==> config.mk <==
export PLATFORM = sky130hd
export DESIGN_NAME = iter_div_unit
export DESIGN_NICKNAME = d
export VERILOG_FILES = /design/src/rtl/iter_div_unit.sv
export SDC_FILE = /design/constraint.sdc
export NUM_CORES = 1
export LEC_CHECK = 0
export CORE_MARGIN = 3
export CORE_UTILIZATION = 41
export DETAILED_ROUTE_END_ITERATION = 10
export PLACE_DENSITY = 0.65
export SETUP_SLACK_MARGIN = 0.2
export SKIP_LAST_GASP = 1
export SLEW_MARGIN = 40
export SYNTH_ARGS = -nofsm -noshare
export SYNTH_HDL_FRONTEND = slang
export SYNTH_SLANG_ARGS = --single-unit
==> constraint.sdc <==
create_clock -name cpu_clk_50M -period 12.05 [get_ports cpu_clk_50M]
set_clock_uncertainty 0.2 [all_clocks]
set_input_delay 1.205 -clock cpu_clk_50M [delete_from_list [all_inputs] [get_ports cpu_clk_50M]]
set_output_delay 1.205 -clock cpu_clk_50M [all_outputs]
set_load 0.005 [all_outputs]
==> src/rtl/iter_div_unit.sv <==
// -----------------------------------------------------------------------------
// iter_div_unit
//   Multi-cycle integer divider for the execute stage. Retires RADIX_BITS
//   quotient bits per cycle and produces a {remainder, quotient} pair for
//   HI/LO. Supports signed (DIV) and unsigned (DIVU) operation, defines
//   divide-by-zero and MIN/-1 results, and can be cancelled with a flush.
//
// Ports:
//   cpu_clk_50M    : clock, rising edge
//   cpu_rst        : asynchronous active-high reset
//   start_i        : request, accepted when ready_o=1 (and no flush)
//   signed_i       : 1=signed, 0=unsigned; sampled at accept
//   dividend_i     : dividend, sampled at accept
//   divisor_i      : divisor, sampled at accept
//   flush_i        : cancel any operation, return to IDLE
//   ready_o        : idle, can accept start_i
//   busy_o         : iterating or sign-fixing (stall request)
//   result_valid_o : result available and held until result_ack_i
//   result_ack_i   : consumer takes the result
//   quotient_o     : quotient
//   remainder_o    : remainder
//   hilo_o         : {remainder_o, quotient_o}
//   div_by_zero_o  : divisor was zero (valid with result_valid_o)
//
// Handshake: a request transfers on a rising edge where start_i=1,
// ready_o=1 and flush_i=0; a result transfers on a rising edge where
// result_valid_o=1 and result_ack_i=1. Neither side may retract once
// raised, and start_i outside IDLE is simply not taken.
// -----------------------------------------------------------------------------
module iter_div_unit #(
    parameter int WIDTH      = 32,
    parameter int RADIX_BITS = 2
) (
    input  logic               cpu_clk_50M,
    input  logic               cpu_rst,
    input  logic               start_i,
    input  logic               signed_i,
    input  logic [WIDTH-1:0]   dividend_i,
    input  logic [WIDTH-1:0]   divisor_i,
    input  logic               flush_i,
    output logic               ready_o,
    output logic               busy_o,
    output logic               result_valid_o,
    input  logic               result_ack_i,
    output logic [WIDTH-1:0]   quotient_o,
    output logic [WIDTH-1:0]   remainder_o,
    output logic [2*WIDTH-1:0] hilo_o,
    output logic               div_by_zero_o
);

    localparam int ITERS = WIDTH / RADIX_BITS;
    localparam int CNT_W = $clog2(ITERS + 1);
    localparam int RW    = WIDTH + 2;

    typedef enum logic [1:0] {
        S_IDLE = 2'd0,
        S_CALC = 2'd1,
        S_FIX  = 2'd2,
        S_DONE = 2'd3
    } state_e;

    state_e             state_q, state_d;
    logic               neg_quo_q, neg_quo_d;   // operand signs differ (signed op)
    logic               neg_rem_q, neg_rem_d;   // dividend negative (signed op)
    logic [WIDTH-1:0]   shf_q, shf_d;           // dividend bits out at top, quotient digits in at bottom
    logic [WIDTH-1:0]   dvs_q, dvs_d;           // divisor magnitude
    logic [WIDTH-1:0]   prem_q, prem_d;         // partial remainder, always < divisor
    logic [CNT_W-1:0]   cnt_q, cnt_d;
    logic [WIDTH-1:0]   quo_q, quo_d;
    logic [WIDTH-1:0]   rem_q, rem_d;
    logic               dbz_q, dbz_d;

    // Operand conditioning at accept
    logic               a_neg, b_neg;
    logic [WIDTH-1:0]   a_mag, b_mag;

    assign a_neg = signed_i & dividend_i[WIDTH-1];
    assign b_neg = signed_i & divisor_i[WIDTH-1];
    assign a_mag = a_neg ? -dividend_i : dividend_i;
    assign b_mag = b_neg ? -divisor_i  : divisor_i;

    // One iteration: shift the next RADIX_BITS dividend bits into the
    // partial remainder and try the divisor multiples in parallel. The extra
    // top bit of each difference is its sign.
    logic [RW-1:0]         trial;
    logic [RW-1:0]         d1, d2, d3;
    logic [RW:0]           s1, s2, s3;
    logic [1:0]            digit;
    logic [WIDTH-1:0]      prem_next;

    assign trial = RW'({prem_q, shf_q[WIDTH-1 -: RADIX_BITS]});
    assign d1    = RW'(dvs_q);
    assign d2    = d1 << 1;
    assign d3    = d1 + d2;
    assign s1    = {1'b0, trial} - {1'b0, d1};
    assign s2    = {1'b0, trial} - {1'b0, d2};
    assign s3    = {1'b0, trial} - {1'b0, d3};

    always_comb begin
        digit     = 2'b00;
        prem_next = trial[WIDTH-1:0];
        if (RADIX_BITS == 2) begin
            if (!s3[RW]) begin
                digit     = 2'b11;
                prem_next = s3[WIDTH-1:0];
            end else if (!s2[RW]) begin
                digit     = 2'b10;
                prem_next = s2[WIDTH-1:0];
            end else if (!s1[RW]) begin
                digit     = 2'b01;
                prem_next = s1[WIDTH-1:0];
            end
        end else begin
            if (!s1[RW]) begin
                digit     = 2'b01;
                prem_next = s1[WIDTH-1:0];
            end
        end
    end

    // A non-negative difference is below the divisor, so its bits above
    // WIDTH are zero and only the sign bit carries information.
    logic unused_diff_hi;
    assign unused_diff_hi = ^{s1[RW-1:WIDTH], s2, s3};

    // Sign fix-up of the magnitude result
    logic [WIDTH-1:0] fixed_quo, fixed_rem;

    assign fixed_quo = neg_quo_q ? -shf_q : shf_q;
    assign fixed_rem = (neg_rem_q && (prem_q != '0)) ? -prem_q : prem_q;

    // Next-state / datapath control
    always_comb begin
        state_d   = state_q;
        neg_quo_d = neg_quo_q;
        neg_rem_d = neg_rem_q;
        shf_d     = shf_q;
        dvs_d     = dvs_q;
        prem_d    = prem_q;
        cnt_d     = cnt_q;
        quo_d     = quo_q;
        rem_d     = rem_q;
        dbz_d     = dbz_q;

        if (flush_i) begin
            // Cancel wins over start and ack; held outputs are left alone.
            state_d = S_IDLE;
        end else begin
            case (state_q)
                S_IDLE: begin
                    if (start_i) begin
                        neg_quo_d = a_neg ^ b_neg;
                        neg_rem_d = a_neg;
                        shf_d     = a_mag;
                        dvs_d     = b_mag;
                        prem_d    = '0;
                        cnt_d     = '0;
                        if (divisor_i == '0) begin
                            quo_d   = '1;
                            rem_d   = dividend_i;
                            dbz_d   = 1'b1;
                            state_d = S_DONE;
                        end else begin
                            dbz_d   = 1'b0;
                            state_d = S_CALC;
                        end
                    end
                end
                S_CALC: begin
                    shf_d  = {shf_q[WIDTH-1-RADIX_BITS:0], digit[RADIX_BITS-1:0]};
                    prem_d = prem_next;
                    cnt_d  = cnt_q + CNT_W'(1);
                    if (cnt_q == CNT_W'(ITERS - 1)) begin
                        state_d = S_FIX;
                    end
                end
                S_FIX: begin
                    quo_d   = fixed_quo;
                    rem_d   = fixed_rem;
                    state_d = S_DONE;
                end
                S_DONE: begin
                    if (result_ack_i) begin
                        state_d = S_IDLE;
                    end
                end
                default: state_d = S_IDLE;
            endcase
        end
    end

    always_ff @(posedge cpu_clk_50M or posedge cpu_rst) begin
        if (cpu_rst) begin
            state_q   <= S_IDLE;
            neg_quo_q <= 1'b0;
            neg_rem_q <= 1'b0;
            shf_q     <= '0;
            dvs_q     <= '0;
            prem_q    <= '0;
            cnt_q     <= '0;
            quo_q     <= '0;
            rem_q     <= '0;
            dbz_q     <= 1'b0;
        end else begin
            state_q   <= state_d;
            neg_quo_q <= neg_quo_d;
            neg_rem_q <= neg_rem_d;
            shf_q     <= shf_d;
            dvs_q     <= dvs_d;
            prem_q    <= prem_d;
            cnt_q     <= cnt_d;
            quo_q     <= quo_d;
            rem_q     <= rem_d;
            dbz_q     <= dbz_d;
        end
    end

    assign ready_o        = (state_q == S_IDLE);
    assign busy_o         = (state_q == S_CALC) || (state_q == S_FIX);
    assign result_valid_o = (state_q == S_DONE);
    assign quotient_o     = quo_q;
    assign remainder_o    = rem_q;
    assign hilo_o         = {rem_q, quo_q};
    assign div_by_zero_o  = dbz_q;

endmodule

==> results of run 1 <==
-- per-layer routing --
metal  GRT usage [%]  share of wire (%)  wire (um)
met1           34.43                 45      23990
met2           40.38                 45      23810
met3           4.020                7.3       3874
met4           7.815                2.6       1404
met5               0                  0          0
-- metrics by stage --
stage | utilization (%) | hold WS, ns | std cells
2_1_floorplan | - | 0.2498 | 2004
3_3_place_gp | 46.78 | 0.2619 | 2583
3_5_place_dp | 46.82 | 0.2720 | 2583
4_1_cts | 48.36 | 0.2873 | 2614
5_1_grt | 48.37 | 0.3016 | 2614
6_report | 48.37 | 0.2807 | 2614
-- placed cells by master, fill, tap and decap left out, drive strengths merged, types with 32 or more instances in the layout --
cell type,netlist,routed
ha,111,111
a22oi,32,32
inv,81,87
a21o,35,35
nor2,130,130
nand3,43,43
fa,33,33
dfrtp,170,170
clkdlybuf4s50,0,201
a21oi,146,146
xnor2,75,75
nand2,217,217
xor2,111,111
o31ai,33,33
a31oi,53,53
o211ai,33,33
o21ai,212,212
-- how the worst max path moves through the flow --
stage                                end  slack, ns
after floorplan                 cnt_q[0]       6.04
after global placement    quotient_o[19]       6.83
after detailed placement  quotient_o[19]       6.58
after CTS                 quotient_o[19]       7.07
after global routing      remainder_o[2]       6.81
final                     remainder_o[2]       7.03
-- layout make-up --
class	instances	area, sq um
clock buffer	18	439.2
inverter	81	309.0
tap	518	648.1
sequential	170	4255
clock inverter	13	156.4
multi-input combinational	1595	10820
timing repair buffer	219	2155
fill	3807	20050
-- kinds of logic (layout without fill, tap and decap cells) --
family	after synthesis	count (layout)
compound gates	671	671
simple gates	576	576
buf+inv	239	331
xor+xnor	186	186
flops	170	170
fa+ha+maj	144	144
mux	18	18
-- flip-flops by register name (all words and copies together), names as in the netlist --
register / cells
cnt_q: 5
div_by_zero_o: 1
dvs_q: 32
state_q: 2
neg_quo_q: 1
neg_rem_q: 1
prem_q: 32
quotient_o: 32
remainder_o: 32
shf_q: 32
-- critical path: stages --
cell and delay [ns]:
clkdlybuf4s50_1 0.49, or4_1 0.63, nor4_2 0.34, nand2b_1 0.17, or4_1 0.48, nor3_2 0.53
nand3_1 0.27, a21oi_4 0.19, buf_4 0.56, o211ai_1 0.19, nand2_1 0.11
==> flow_metrics.env, run 1 <==
export IMPL_status="complete, no violations"
export IMPL_postSynthCellCount=2004
export IMPL_hold_viol_final=0
export IMPL_synth_simple_gate_area_share_pct=16.73
export IMPL_ys_top_cells_by_count="nand2_1, o21ai_0, dfrtp_1"
export IMPL_synth_edf_count=0
export IMPL_worstSkewPairLatency_ns=0.46
export IMPL_synth_top_cells_by_area="dfrtp_1, ha_1, o21ai_0, xor2_1, nand2_1"
export IMPL_fmax_mhz=199.1
export IMPL_rsz0062_at_grt="false"
export IMPL_gp_congestion=0.9582
export IMPL_yosysTopAreaCell="dfrtp_1"
export IMPL_n_antenna_cell=0
export IMPL_io_buffer_count=201
export IMPL_yosysWarnings=0
export IMPL_path_clk_slew_ns=0.08
export IMPL_yosys_mux_area_fraction_pct=1.122
export IMPL_grt_pass1_wl_um=82670
export IMPL_relSlewSlack_pct=42.25
export IMPL_grt_usage_pct=25.02
export IMPL_core_sq_mm=0.03883
export IMPL_via_per_inst=5.893
export IMPL_placed_area_sq_mm=0.01818
export IMPL_synth_most_common_cell="nand2_1"
export IMPL_htree_levels=4
export IMPL_worst_pin_slew_ns=0.8528
export IMPL_synthesis_nets=2218
export IMPL_grt_max_degree=90
export IMPL_fin_crit_ns=5.024
export IMPL_finalSetupTns_ns=0
export IMPL_min_path_cells=2
export IMPL_synth_top_family_by_area="compound AO/OA/AOI/OAI gates"
export IMPL_fp_dieH_um=204.6
export IMPL_synth_xor_area_share_pct=10.07
export IMPL_ys_types=76
export IMPL_hp_start="dvs_q[11]"
export IMPL_cts_buffers=17
export IMPL_cts_hold_buf=0
export IMPL_drc=0
export IMPL_cp_end_kind="flop"
export IMPL_synth_ff_type="dfrtp_1"
export IMPL_nNetsFinal=2298
export IMPL_hpwl_um=41440
export IMPL_crit_arrival_ns=5.21
export IMPL_cts_tree="built"
export IMPL_crit_type="in -> reg"
export IMPL_cts_buffer_depth=2
export IMPL_avgSynthCellArea_sq_um=8.070
export IMPL_rows=72
export IMPL_post_cts_resized=0
export IMPL_rr_worst_depth=11
export IMPL_area_delta_synth_final_pct=16.12
export IMPL_fin_ws_ns=7.026
export IMPL_grt_pass1_vias=14850
export IMPL_antenna_left=0
export IMPL_hold_path_end="dvs_q[11]"
export IMPL_synth_adder_area_share_pct=12.67
export IMPL_final_setup_viol_count=0
export IMPL_vias=15400
export IMPL_wire_per_inst_um=20.30
export IMPL_netlist_area_leader_share_pct=26.30
export IMPL_drt_pass1_iterations=6
export IMPL_die_w_um=204.6
export IMPL_final_cell_area_sq_mm=0.01878
export IMPL_cp_max_fo=69
export IMPL_finalCritPeriodShare_pct=41.69
export IMPL_drt_iter0_markers=1354
export IMPL_slew_viol_final=0
export IMPL_layout_drive_gt1_share_pct=3.769
export IMPL_place_ws_ns=6.584
export IMPL_reg2reg_slack_ns=7.15
export IMPL_required_ns=12.24
export IMPL_maxCapViolCount=0
export IMPL_critPathLaunch="divisor_i[20]"
export IMPL_reg2reg_to="prem_q[20]"
export IMPL_clock_sinks=170
export IMPL_yosysSeqAreaShare_pct=26.30
export IMPL_start_util_pct=41.65
export IMPL_synth_compound_gate_area_share_pct=26.01
export IMPL_boundaryPins=202
export IMPL_synth_seq_cells=170
export IMPL_syn_area_sq_mm=0.01617
export IMPL_die_area_sq_mm=0.04187
export IMPL_cts_setup_buffers=0
export IMPL_reg2reg_from="prem_q[5]"
export IMPL_routed_wl_um=53070
export IMPL_grt_overflow_total=0
export IMPL_async_reset_ff_share_pct=100.0
export IMPL_hold_class="reg -> reg"
export IMPL_antenna_found_initial=0
export IMPL_cp_start_kind="input pin"
export IMPL_root_buffer="clkbuf_16"
Power of run 1 is left out: the tool's default activity adds up to more than one toggle a clock period on the data nets, which glitch-free logic cannot reach.
==> run 2: changes to the inputs <==
--- a/config.mk
+++ b/config.mk
@@ -8,7 +8,7 @@
 export CORE_MARGIN = 3
 export CORE_UTILIZATION = 41
 export DETAILED_ROUTE_END_ITERATION = 10
-export PLACE_DENSITY = 0.65
+export PLACE_DENSITY = 0.67
 export SETUP_SLACK_MARGIN = 0.2
 export SKIP_LAST_GASP = 1
 export SLEW_MARGIN = 40
==> constraint.sdc (replaced) <==
create_clock -name cpu_clk_50M -period 4.1 [get_ports cpu_clk_50M]
set_clock_uncertainty 0.2 [all_clocks]
set_input_delay 0.41 -clock cpu_clk_50M [delete_from_list [all_inputs] [get_ports cpu_clk_50M]]
set_output_delay 0.41 -clock cpu_clk_50M [all_outputs]
set_load 0.005 [all_outputs]
==> flow_metrics.env, run 2 (synthesized netlist as in run 1, its figures left out) <==
export IMPL_cts_buffers=17
export IMPL_clock_sinks=170
export IMPL_rows=72
export IMPL_cp_max_fo=8
export IMPL_fin_crit_ns=3.810
export IMPL_cp_start_kind="flop"
export IMPL_multiInputGateArea_sq_mm=0.01103
export IMPL_drt_iter0_markers=1113
export IMPL_crit_type="reg -> reg"
export IMPL_core_sq_mm=0.03883
export IMPL_cts_hold_buf=0
export IMPL_maxCapViolCount=0
export IMPL_status="complete, no violations"
export IMPL_cp_end_kind="flop"
export IMPL_drt_pass1_iterations=5
export IMPL_worstSkewPairLatency_ns=0.47
export IMPL_fmax_mhz=262.4
export IMPL_grt_max_degree=88
export IMPL_crit_arrival_ns=3.96
export IMPL_relSlewSlack_pct=44.98
export IMPL_nNetsFinal=2415
export IMPL_die_w_um=204.6
export IMPL_gp_congestion=0.9612
export IMPL_layout_drive_gt1_share_pct=11.02
export IMPL_cts_buffer_depth=2
export IMPL_final_setup_viol_count=0
export IMPL_path_clk_slew_ns=0.07
export IMPL_start_util_pct=41.65
export IMPL_hold_class="in -> async"
export IMPL_vias=15930
export IMPL_area_delta_synth_final_pct=23.67
export IMPL_placed_area_sq_mm=0.01902
export IMPL_slew_viol_final=0
export IMPL_hpwl_um=43710
export IMPL_routed_wl_um=55830
export IMPL_io_buffer_count=201
export IMPL_nFillCells=3720
export IMPL_via_per_inst=5.827
export IMPL_htree_levels=4
export IMPL_grt_overflow_total=0
export IMPL_root_buffer="clkbuf_16"
export IMPL_final_cell_area_sq_mm=0.02000
export IMPL_cts_tree="built"
export IMPL_finalCritPeriodShare_pct=92.93
export IMPL_boundaryPins=202
export IMPL_required_ns=4.25
export IMPL_antenna_left=0
export IMPL_final_cell_mix="nand2_1, o21ai_0, clkdlybuf4s50_1, dfrtp_1, a21oi_1"
export IMPL_wire_per_inst_um=20.43
export IMPL_fp_dieH_um=204.6
export IMPL_regArea_sq_mm=0.004257
export IMPL_final_common_cell="nand2_1"
export IMPL_finalSetupTns_ns=0
export IMPL_die_area_sq_mm=0.04187
export IMPL_grt_pass1_wl_um=85590
export IMPL_hold_viol_final=0
export IMPL_worst_pin_slew_ns=0.8223
export IMPL_drc=0
export IMPL_grt_pass1_vias=15260
export IMPL_antenna_found_initial=0
export IMPL_hold_ws_ns=0.2365
export IMPL_rsz0062_at_grt="false"
export IMPL_grt_usage_pct=26.10
run 2: changes by cell type in the layout (fill, tap and decap cells not counted), moves of 5 or more:
| cell | previous run | this run |
|---|---|---|
| o21ai_0 | 211 | 206 |
| ha_4 | 0 | 7 |
| inv_1 | 80 | 63 |
| inv_2 | 0 | 16 |
| buf_12 | 0 | 6 |
| ha_1 | 110 | 102 |
| buf_4 | 16 | 126 |
run 2: worst max-delay path, stage by stage (launching register included):
cell	delay [ns]
dfrtp_1	0.38
inv_1	0.06
ha_1	0.16
inv_1	0.07
fa_1	0.42
a21oi_2	0.27
o2bb2ai_2	0.14
o21ai_0	0.18
buf_4	0.16
o22ai_1	0.08
buf_4	0.18
o41ai_2	0.29
buf_4	0.29
buf_4	0.16
o21ai_0	0.16
a211o_1	0.32
a22o_1	0.17
run 2: path summary, 6_finish.rpt:
path,from,endpoint,slack [ns],cells after the start
max reg2reg,shf_q[30],prem_q[7],0.29,16
min in group cpu_clk_50M,div_by_zero_o,div_by_zero_o,0.27,2
max,shf_q[30],prem_q[7],0.29,16
min,cpu_rst,quotient_o[0],0.24,3
min reg2reg,div_by_zero_o,div_by_zero_o,0.27,2
max in group asynchronous,cpu_rst,prem_q[18],2.65,4
run 2: repair_timing:
action,in CTS,in global routing
gates resized for setup,23,39
endpoints found under the hold margin,0,0
pin swaps,2,19
buffers inserted,1,16
setup endpoints to repair,27,32
run 2: final cells by class:
type                    count  share of cell area (%)
multi-input cells        1595                   55.17
flip-flops and latches    170                   21.28
repair buffers            336                   15.66
well taps                 518                   3.240
clock buffers              20                   2.283
inverters                  81                   1.551
clock inverters            12                  0.8070
diodes                      1                 0.01251
run 2: layer usage:
layer  part of all wire [%]  global-route usage (%)  vias to the layer above
li1                       -                       -                     7586
met1                     43                   35.06                     7633
met2                     47                   42.70                      629
met3                    7.9                   4.863                       77
met4                    2.3                   8.012                        0
met5                      0                       0                        -
run 2: through the flow:
step / instances / util [%] / worst slack (ns)
3_5_place_dp: 2683 / 48.98 / -0.06908
2_1_floorplan: 2004 / - / 0.2965
6_report: 2733 / 51.51 / 0.2897
5_1_grt: 2732 / 51.51 / 0.1779
4_1_cts: 2716 / 50.73 / 0.2054
3_3_place_gp: 2681 / 48.86 / -0.1962
Power of run 2 is left out for the same reason.
